## config.mk

```make
export PLATFORM = sky130hd
export DESIGN_NAME = hazard_ctrl
export DESIGN_NICKNAME = d
export VERILOG_FILES = /design/src/rtl/hazard_ctrl.sv
export SDC_FILE = /design/constraint.sdc
export NUM_CORES = 1
export LEC_CHECK = 0
export ABC_AREA = 0
export BUFFER_PORTS_ARGS = -buffer_cell sky130_fd_sc_hd__buf_2
export CORE_MARGIN = 4
export CORE_UTILIZATION = 33
export CTS_BUF_LIST = sky130_fd_sc_hd__clkbuf_8
export DETAILED_ROUTE_END_ITERATION = 16
export PLACE_DENSITY = 0.52
export SYNTH_ARGS = -nofsm -noshare
export SYNTH_HDL_FRONTEND = slang
export SYNTH_SLANG_ARGS = --single-unit
```

## constraint.sdc

```tcl
create_clock -name iw_clk -period 3.3 [get_ports iw_clk]
set_input_delay 0.165 -clock iw_clk [delete_from_list [all_inputs] [get_ports iw_clk]]
set_output_delay 0.165 -clock iw_clk [all_outputs]
set_load 0.005 [all_outputs]
```

## src/rtl/hazard_ctrl.sv

```systemverilog
// ============================================================================
// Module   : hazard_ctrl
// Purpose  : Pipeline interlock. Per-register countdown scoreboards for GP
//            and SR registers drive stall, bubble and flush controls.
// Options  : HAZARD_STATS_EN enables the 16-bit hazard-stall cycle counter.
// Revision : 1.0 - initial release
// ============================================================================
`default_nettype none

`ifndef HBIT_SRC_GP
`define HBIT_SRC_GP 4
`endif
`ifndef HBIT_TGT_GP
`define HBIT_TGT_GP 4
`endif
`ifndef HBIT_SRC_SR
`define HBIT_SRC_SR 2
`endif
`ifndef HBIT_TGT_SR
`define HBIT_TGT_SR 2
`endif

module hazard_ctrl (
   input  logic                   iw_clk,
   input  logic                   iw_rst,
   input  logic                   iw_id_valid,
   input  logic [`HBIT_SRC_GP:0]  iw_src_gp,
   input  logic [`HBIT_TGT_GP:0]  iw_tgt_gp,
   input  logic                   iw_src_gp_re,
   input  logic                   iw_tgt_gp_re,
   input  logic                   iw_tgt_gp_we,
   input  logic [`HBIT_SRC_SR:0]  iw_src_sr,
   input  logic [`HBIT_TGT_SR:0]  iw_tgt_sr,
   input  logic                   iw_src_sr_re,
   input  logic                   iw_tgt_sr_re,
   input  logic                   iw_tgt_sr_we,
   input  logic [1:0]             iw_id_lat,
   input  logic                   iw_branch_taken,
   input  logic                   iw_mem_busy,
   output logic                   or_issue,
   output logic                   or_stall_ifid,
   output logic                   or_bubble_ex,
   output logic                   or_flush_ifid,
   output logic [15:0]            or_stall_cycles
);

   localparam int c_NUM_GP = 1 << (`HBIT_TGT_GP + 1);
   localparam int c_NUM_SR = 1 << (`HBIT_TGT_SR + 1);

   logic [1:0]          r_cnt_gp [0:c_NUM_GP-1];
   logic [1:0]          r_cnt_sr [0:c_NUM_SR-1];
   logic                w_hazard;
   logic                w_freeze;
   logic                w_hazard_stall;
   logic [c_NUM_GP-1:0] w_ld_gp;
   logic [c_NUM_SR-1:0] w_ld_sr;

   assign w_freeze = iw_mem_busy;

   // Reads are checked against the pre-issue counters, so an instruction that
   // both reads and writes one register waits on the older producer.
   always_comb begin
      w_hazard = iw_id_valid &&
                 ((iw_src_gp_re && (r_cnt_gp[iw_src_gp] != 2'd0)) ||
                  (iw_tgt_gp_re && (r_cnt_gp[iw_tgt_gp] != 2'd0)) ||
                  (iw_src_sr_re && (r_cnt_sr[iw_src_sr] != 2'd0)) ||
                  (iw_tgt_sr_re && (r_cnt_sr[iw_tgt_sr] != 2'd0)));
   end

   always_comb begin
      or_issue       = 1'b0;
      or_stall_ifid  = 1'b0;
      or_bubble_ex   = 1'b0;
      or_flush_ifid  = 1'b0;
      w_hazard_stall = 1'b0;
      if (iw_rst) begin
         or_bubble_ex  = 1'b1;
         or_flush_ifid = 1'b1;
      end else if (w_freeze) begin
         or_stall_ifid = 1'b1;
      end else if (iw_branch_taken) begin
         or_flush_ifid = 1'b1;
         or_bubble_ex  = 1'b1;
      end else if (w_hazard) begin
         or_stall_ifid  = 1'b1;
         or_bubble_ex   = 1'b1;
         w_hazard_stall = 1'b1;
      end else begin
         or_issue     = iw_id_valid;
         or_bubble_ex = !iw_id_valid;
      end
   end

   always_comb begin
      w_ld_gp            = '0;
      w_ld_sr            = '0;
      w_ld_gp[iw_tgt_gp] = or_issue && iw_tgt_gp_we;
      w_ld_sr[iw_tgt_sr] = or_issue && iw_tgt_sr_we;
   end

   // A same-cycle load takes priority over the countdown of that entry.
   always_ff @(posedge iw_clk) begin
      if (iw_rst) begin
         for (int i = 0; i < c_NUM_GP; i++) r_cnt_gp[i] <= 2'd0;
         for (int i = 0; i < c_NUM_SR; i++) r_cnt_sr[i] <= 2'd0;
      end else if (!w_freeze) begin
         for (int i = 0; i < c_NUM_GP; i++) begin
            if (w_ld_gp[i])                 r_cnt_gp[i] <= iw_id_lat;
            else if (r_cnt_gp[i] != 2'd0)   r_cnt_gp[i] <= r_cnt_gp[i] - 2'd1;
         end
         for (int i = 0; i < c_NUM_SR; i++) begin
            if (w_ld_sr[i])                 r_cnt_sr[i] <= iw_id_lat;
            else if (r_cnt_sr[i] != 2'd0)   r_cnt_sr[i] <= r_cnt_sr[i] - 2'd1;
         end
      end
   end

`ifdef HAZARD_STATS_EN
   logic [15:0] r_stall_cycles;

   always_ff @(posedge iw_clk) begin
      if (iw_rst)
         r_stall_cycles <= 16'd0;
      else if (w_hazard_stall && (r_stall_cycles != 16'hFFFF))
         r_stall_cycles <= r_stall_cycles + 16'd1;
   end

   assign or_stall_cycles = r_stall_cycles;
`else
   assign or_stall_cycles = 16'd0;
`endif

endmodule

`default_nettype wire

```

==> results of run 1 <==
==> metrics by stage <==
stage,cell area (µm²),hold WS (ps)
after CTS,7200,266
after global routing,7220,263
final,7220,292
after floorplan,6670,385
after detailed placement,7000,615
after global placement,7000,610
==> power by group <==
| part | internal, mW | switching, mW |
|---|---|---|
| Clock | 0.415 | 0.397 |
| Combinational | 0.329 | 0.436 |
| Sequential | 1.28 | 0.102 |
| Total | 2.03 | 0.935 |
==> flip-flops by register name (all words and copies together) (netlist names) <==
signal and cells:
r_cnt_gp 64, r_cnt_sr 16
==> logic make-up (layout without fill, tap and decap cells) <==
group           after synthesis  count (layout)  share of synthesized area (%)
buf+inv                     156             162                           10.1
simple gates                247             247                           19.5
fa+ha+maj                    40              40                           7.56
other cells                   1              16                         0.0567
mux                          86              86                           15.0
compound gates              105             105                           11.5
flops                        80              80                           36.3
==> area by class of cell <==
type / instances / area (µm²) / share of cell area (%)
clock buffers: 9 / 124 / 1.72
clock inverters: 7 / 80.1 / 1.11
inverters: 96 / 360 / 4.99
multi-input cells: 494 / 3610 / 50.0
flip-flops and latches: 80 / 2400 / 33.3
well taps: 265 / 332 / 4.60
repair buffers: 50 / 308 / 4.27
==> repair_timing <==
action,in CTS,in global routing
endpoints found under the setup margin,0,17
gates resized for setup,0,1
hold buffers,0,0
setup buffers,0,1
==> worst max-delay path, delay by kind of cell (launching register included) <==
kind / cells / cell delay, ps
compound gates: 2 / 840
buf+inv: 1 / 180
flops: 1 / 380
simple gates: 3 / 590
mux: 2 / 870
==> routing by layer <==
layer,routed length (µm),up-vias
met3,998,21
met4,274,0
met5,0,-
li1,-,2598
met2,9260,157
met1,8130,2698
==> synth_stat cells (2+ instances only) <==
master / number / area [µm²]
a2111oi_0: 7 / 61.3
a211o_1: 10 / 87.6
a211oi_1: 6 / 45.0
a21oi_1: 3 / 15.0
a311oi_1: 3 / 26.3
a31oi_1: 30 / 188
and3_1: 4 / 25.0
and3b_1: 3 / 26.3
buf_1: 3 / 11.3
buf_2: 6 / 30.0
buf_4: 17 / 128
clkbuf_1: 32 / 120
edfxtp_1: 80 / 2400
ha_1: 40 / 500
inv_1: 95 / 357
mux2_2: 45 / 507
mux2i_1: 35 / 350
mux4_2: 6 / 135
nand2_1: 13 / 48.8
nand3_1: 26 / 130
nand4_1: 5 / 31.3
nor2_1: 80 / 300
nor2b_1: 8 / 50.1
nor3_1: 41 / 205
nor3b_1: 9 / 67.6
o2111ai_1: 3 / 26.3
o211ai_1: 10 / 75.1
o21ai_0: 15 / 75.1
o311a_1: 3 / 30.0
o31ai_1: 2 / 15.0
o41ai_1: 3 / 26.3
or2_2: 10 / 62.6
or3_1: 37 / 231
or3b_1: 2 / 17.5
or3b_2: 2 / 17.5
==> path summary, 6_finish.rpt <==
kind                                   endpoint  slack [ps]                          start  depth (start not counted)
hold / removal     r_cnt_sr[0][1]$_SDFFCE_PN0P_         290                   iw_id_lat[1]                          2
hold reg to reg   r_cnt_gp[13][0]$_SDFFCE_PN0P_         710  r_cnt_gp[13][0]$_SDFFCE_PN0P_                          2
setup reg to reg  r_cnt_gp[18][0]$_SDFFCE_PP0P_         180  r_cnt_gp[15][0]$_SDFFCE_PN0P_                          8
setup / recovery  r_cnt_gp[18][0]$_SDFFCE_PP0P_         180  r_cnt_gp[15][0]$_SDFFCE_PN0P_                          8
==> impl_metrics.py, run 1 <==
metrics = {
    "synthesis": {
        "ys_types": 56,
        "synth_area_um2": 6620,
        "yosysSeqAreaShare_pct": 36.3,
        "synth_edf_count": 80,
        "ys.warnings.count": 0,
        "synth-async-reset-ratio_pct": 0,
        "ys.flop_type": "edfxtp_1",
        "synthCells": 715,
        "ys_ff_latch": 80,
        "synth_area_per_cell_um2": 9.25,
    },
    "placement": {
        "hpwl_um": 13400,
        "dp_slack_ps": 155,
        "dp.cells": 984,
        "io_buffers": 32,
        "gp_congestion": 0.867,
    },
    "setup_path": {
        "path_max_fanout": 8,
        "crit_path_max_incr_delay_ps": 490,
        "worstSetupPathType": "flip-flop to flip-flop",
        "arrival_ps": 3250,
        "cp-end-kind": "flip-flop",
        "start_kind": "flip-flop",
        "path_cells": "nor2_1 > mux4_2 > a311o_1 > nor3_1 > nor4_4 > buf_4 > a311oi_1 > mux2_2",
        "required_ps": 3430,
        "slowest_stage": "mux4_2",
    },
    "floorplanning": {
        "dieArea_um2": 22400,
        "rows": 51,
        "die_x_um": 150,
        "die_h_um": 150,
        "ioPinCount": 49,
        "coreArea_um2": 19600,
        "start_util_pct": 33.8,
    },
    "final_layout": {
        "antenna_cells": 0,
        "fillCellCount": 1988,
        "final_common_cell": "inv_1",
        "drive_above_1_share_pct": 18.2,
        "final_cell_count_no_fill": 1001,
        "final_cell_mix": "inv_1 (98), nor2_1 (80), edfxtp_1 (80), mux2_2 (45), nor3_1 (41)",
        "final_core_util_pct": 36.8,
        "nets": 800,
        "syn_to_final_growth_pct": 9.06,
    },
    "global_routing": {
        "globalRouteMet2Util_pct": 28.8,
        "busiest_layer": "met2",
        "grt_max_degree": 52,
        "overflow": 0,
        "grt_pass1_wl_um": 29800,
        "grt_pass1_vias": 5621,
        "met3_usage_pct": 3.18,
        "antenna_found_initial": 0,
        "grt_use_met1_pct": 22.2,
        "grt_usage_pct": 17.0,
    },
    "drt": {
        "post_drt_wl_per_cell_um": 18.6,
        "remaining_drc_errors": 0,
        "drt_first_pass_iters": 5,
        "viasPerCell": 5.47,
        "vias": 5474,
        "finalWirelength_um": 18700,
        "first_iter_violations": 387,
        "antenna_left": 0,
    },
    "clocking": {
        "cts_max_path_buffers": 2,
        "cts_tree": "yes",
        "cts_root_buffer": "clkbuf_8",
        "insertion_delay_ps": 380,
        "htreeDepth": 3,
        "cts_num_sinks": 80,
        "cts_buffers": 9,
        "clk_pin_slew_ps": 90,
    },
    "timing": {
        "rsz0062_at_grt": "false",
        "worstMarginPinSlew_ps": 790,
        "fin_setup_tns_ps": 0,
        "finalSetupViolations": 0,
        "final.setup_skew_ps": 13.7,
        "hold_viol": 0,
        "post-route-period-util_pct": 94.6,
        "finalMaxSlewViolations": 0,
        "slew_headroom_pct": 47.2,
        "max_freq_mhz": 320,
        "fin_ws_ps": 179,
        "post-route-min-period_ps": 3120,
    },
    "pwr": {
        "p_leak_nw": 3.09,
        "cellPowerDensity_nw_per_um2": 411,
        "peakVddDrop_mv": 0.165,
        "p_total_mw": 2.96,
    },
    "status": {
        "outcome": "completed",
    },
    "worst_hold_path": {
        "hold_path.class": "primary input to flip-flop",
    },
    "run": {
        "cap_violations": 0,
    },
}
Power figures use the tool's default switching activity.
==> run 2: changes to the inputs <==
- MAX_ROUTING_LAYER: default -> met4
==> run 2 against run 1 <==
- count of clock-buffer cells in the layout unchanged
- highest routed layer unchanged
- flip-flop and latch count unchanged
- die area unchanged
- sequential power about the same
- global-route usage up 0.43 points
- critical path type is now flip-flop to output port
- first-iteration DRC count down 16%
- final area about the same
- power down 0.24%
- non-clock buffer count unchanged
- maximum frequency down 0.34%
==> impl_metrics.py, run 2 (synthesis gave the netlist of run 1 again) <==
metrics = {
    "pwr": {
        "p_leak_nw": 3.09,
        "swShare_pct": 31.4,
        "p_total_mw": 2.96,
        "p_comb_share_pct": 25.8,
        "p_clk_share_pct": 27.3,
        "p_int_mw": 2.03,
        "cellPowerDensity_nw_per_um2": 410,
        "seq_power_share_pct": 46.9,
        "p_switching_mw": 0.929,
        "peakVddDrop_mv": 0.161,
    },
    "setup_path": {
        "reg2reg_depth": 8,
        "arrival_ps": 2970,
        "cp-end-kind": "output port",
        "r2r_start": "r_cnt_gp[15][0]$_SDFFCE_PN0P_",
        "worst-path-buf-inv": 1,
        "rr_endpoint": "r_cnt_gp[18][0]$_SDFFCE_PP0P_",
        "worstSetupPathType": "flip-flop to output port",
        "required_ps": 3130,
        "path_max_fanout": 3,
        "path_common_cell": "nor3_1",
        "start_kind": "flip-flop",
        "crit_path_max_incr_delay_ps": 480,
        "ff2ff_setup_slack_ps": 180,
        "path_cells": "nor2_1 > mux4_2 > a311o_1 > nor3_1 > nor3_1 > and3_1 > o21ai_0 > buf_2",
        "crit_family": "simple AND/OR/NAND/NOR gates",
        "slowest_stage": "mux4_2",
    },
    "worst_hold_path": {
        "hold_path.class": "primary input to flip-flop",
        "hold_start": "iw_id_lat[1]",
        "holdPathStages": 2,
        "hold_end": "r_cnt_sr[0][1]$_SDFFCE_PN0P_",
    },
    "run": {
        "cap_violations": 0,
    },
    "timing": {
        "finalMaxSlewViolations": 0,
        "finalSetupViolations": 0,
        "fin_ws_ps": 168,
        "rsz0062_at_grt": "false",
        "fin_setup_tns_ps": 0,
        "hold_viol": 0,
        "worstMarginPinSlew_ps": 793,
        "fin_hold_ws_ps": 292,
        "post-route-min-period_ps": 3130,
        "final.setup_skew_ps": 17.2,
        "slew_headroom_pct": 47.0,
        "max_freq_mhz": 319,
        "post-route-period-util_pct": 94.9,
    },
    "clocking": {
        "cts_max_path_buffers": 2,
        "hold_buffers": 0,
        "cts_num_sinks": 80,
        "cts_root_buffer": "clkbuf_8",
        "insertion_delay_ps": 370,
        "cts_buffers": 9,
        "htreeDepth": 3,
        "cts_tree": "yes",
        "clk_pin_slew_ps": 100,
    },
    "floorplanning": {
        "coreArea_um2": 19600,
        "dieArea_um2": 22400,
        "ioPinCount": 49,
        "rows": 51,
        "die_x_um": 150,
        "die_h_um": 150,
        "start_util_pct": 33.8,
    },
    "global_routing": {
        "overflow": 0,
        "grt_pass1_wl_um": 29800,
        "grt_usage_pct": 17.4,
        "grt_pass1_vias": 5623,
        "grt_max_degree": 52,
        "antenna_found_initial": 0,
    },
    "placement": {
        "dp_slack_ps": 155,
        "dp.cells": 984,
        "gp_congestion": 0.881,
        "hpwl_um": 13400,
        "place_area_um2": 7000,
        "io_buffers": 32,
    },
    "drt": {
        "first_iter_violations": 327,
        "vias": 5428,
        "viasPerCell": 5.42,
        "finalWirelength_um": 18600,
        "antenna_left": 0,
        "post_drt_wl_per_cell_um": 18.6,
        "drt_first_pass_iters": 5,
        "remaining_drc_errors": 0,
    },
    "final_layout": {
        "final_common_cell": "inv_1",
        "syn_to_final_growth_pct": 8.98,
        "final_cell_mix": "inv_1 (98), nor2_1 (80), edfxtp_1 (80), mux2_2 (45), nor3_1 (41)",
        "antenna_cells": 0,
        "top_regs": "r_cnt_gp: 64 flops, r_cnt_sr: 16 flops",
        "final_area_um2": 7210,
        "largest-register": "r_cnt_gp",
        "final_cell_count_no_fill": 1001,
        "nets": 800,
        "drive_above_1_share_pct": 18.1,
        "largest_reg_flops": 64,
        "final_core_util_pct": 36.8,
    },
    "status": {
        "outcome": "completed",
    },
}
[run 2: cell count changes in the layout (fill, tap and decap cells not counted)]
cell	delta
a211oi_1	+1
a211oi_2	-1
[run 2: power groups by stage]
stage | clock, mW | combinational [mW] | sequential, mW
4_1_cts | 0.828 | 0.766 | 1.38
5_1_grt | 0.861 | 0.868 | 1.41
6_report | 0.808 | 0.762 | 1.38
3_3_place_gp | 0 | 0.716 | 1.40
3_5_place_dp | 0 | 0.762 | 1.41
2_1_floorplan | 0 | 0.571 | 1.37
[run 2: worst max-delay path by stage]
stage                                              from                             to  slack [ps]  depth (start not counted)
after floorplan           r_cnt_gp[31][0]$_SDFFCE_PP0P_   r_cnt_gp[0][0]$_SDFFCE_PN0P_         540                         10
after global placement    r_cnt_gp[31][0]$_SDFFCE_PP0P_  r_cnt_gp[20][1]$_SDFFCE_PP0P_         210                          7
after detailed placement  r_cnt_gp[31][0]$_SDFFCE_PP0P_  r_cnt_gp[22][0]$_SDFFCE_PP0P_         160                          7
after CTS                 r_cnt_gp[31][0]$_SDFFCE_PP0P_  r_cnt_gp[22][0]$_SDFFCE_PP0P_         150                          7
after global routing      r_cnt_gp[31][0]$_SDFFCE_PP0P_                   or_bubble_ex           6                          8
final                     r_cnt_gp[15][0]$_SDFFCE_PN0P_                   or_bubble_ex         170                          8
[run 2: layout make-up]
type | instances | area, µm²
Fill cell | 1988 | 12400
Multi-Input combinational cell | 494 | 3600
Sequential cell | 80 | 2400
Inverter | 96 | 360
Tap cell | 265 | 332
Timing Repair Buffer | 50 | 308
Clock buffer | 9 | 124
Clock inverter | 7 | 80.1
[run 2: layer usage]
metal | up-vias | share of wire [%] | track usage, %
met5 | - | 0 | -
met4 | 0 | 1.5 | 4.94
met3 | 24 | 4.7 | 2.91
met2 | 139 | 49 | 28.8
met1 | 2668 | 45 | 22.2
li1 | 2597 | - | -
[run 2: repair_timing]
action                                  CTS  global route
gates resized for setup                   0             0
endpoints found under the hold margin     0             0
buffers inserted                          0             1
endpoints found under the setup margin    0            16
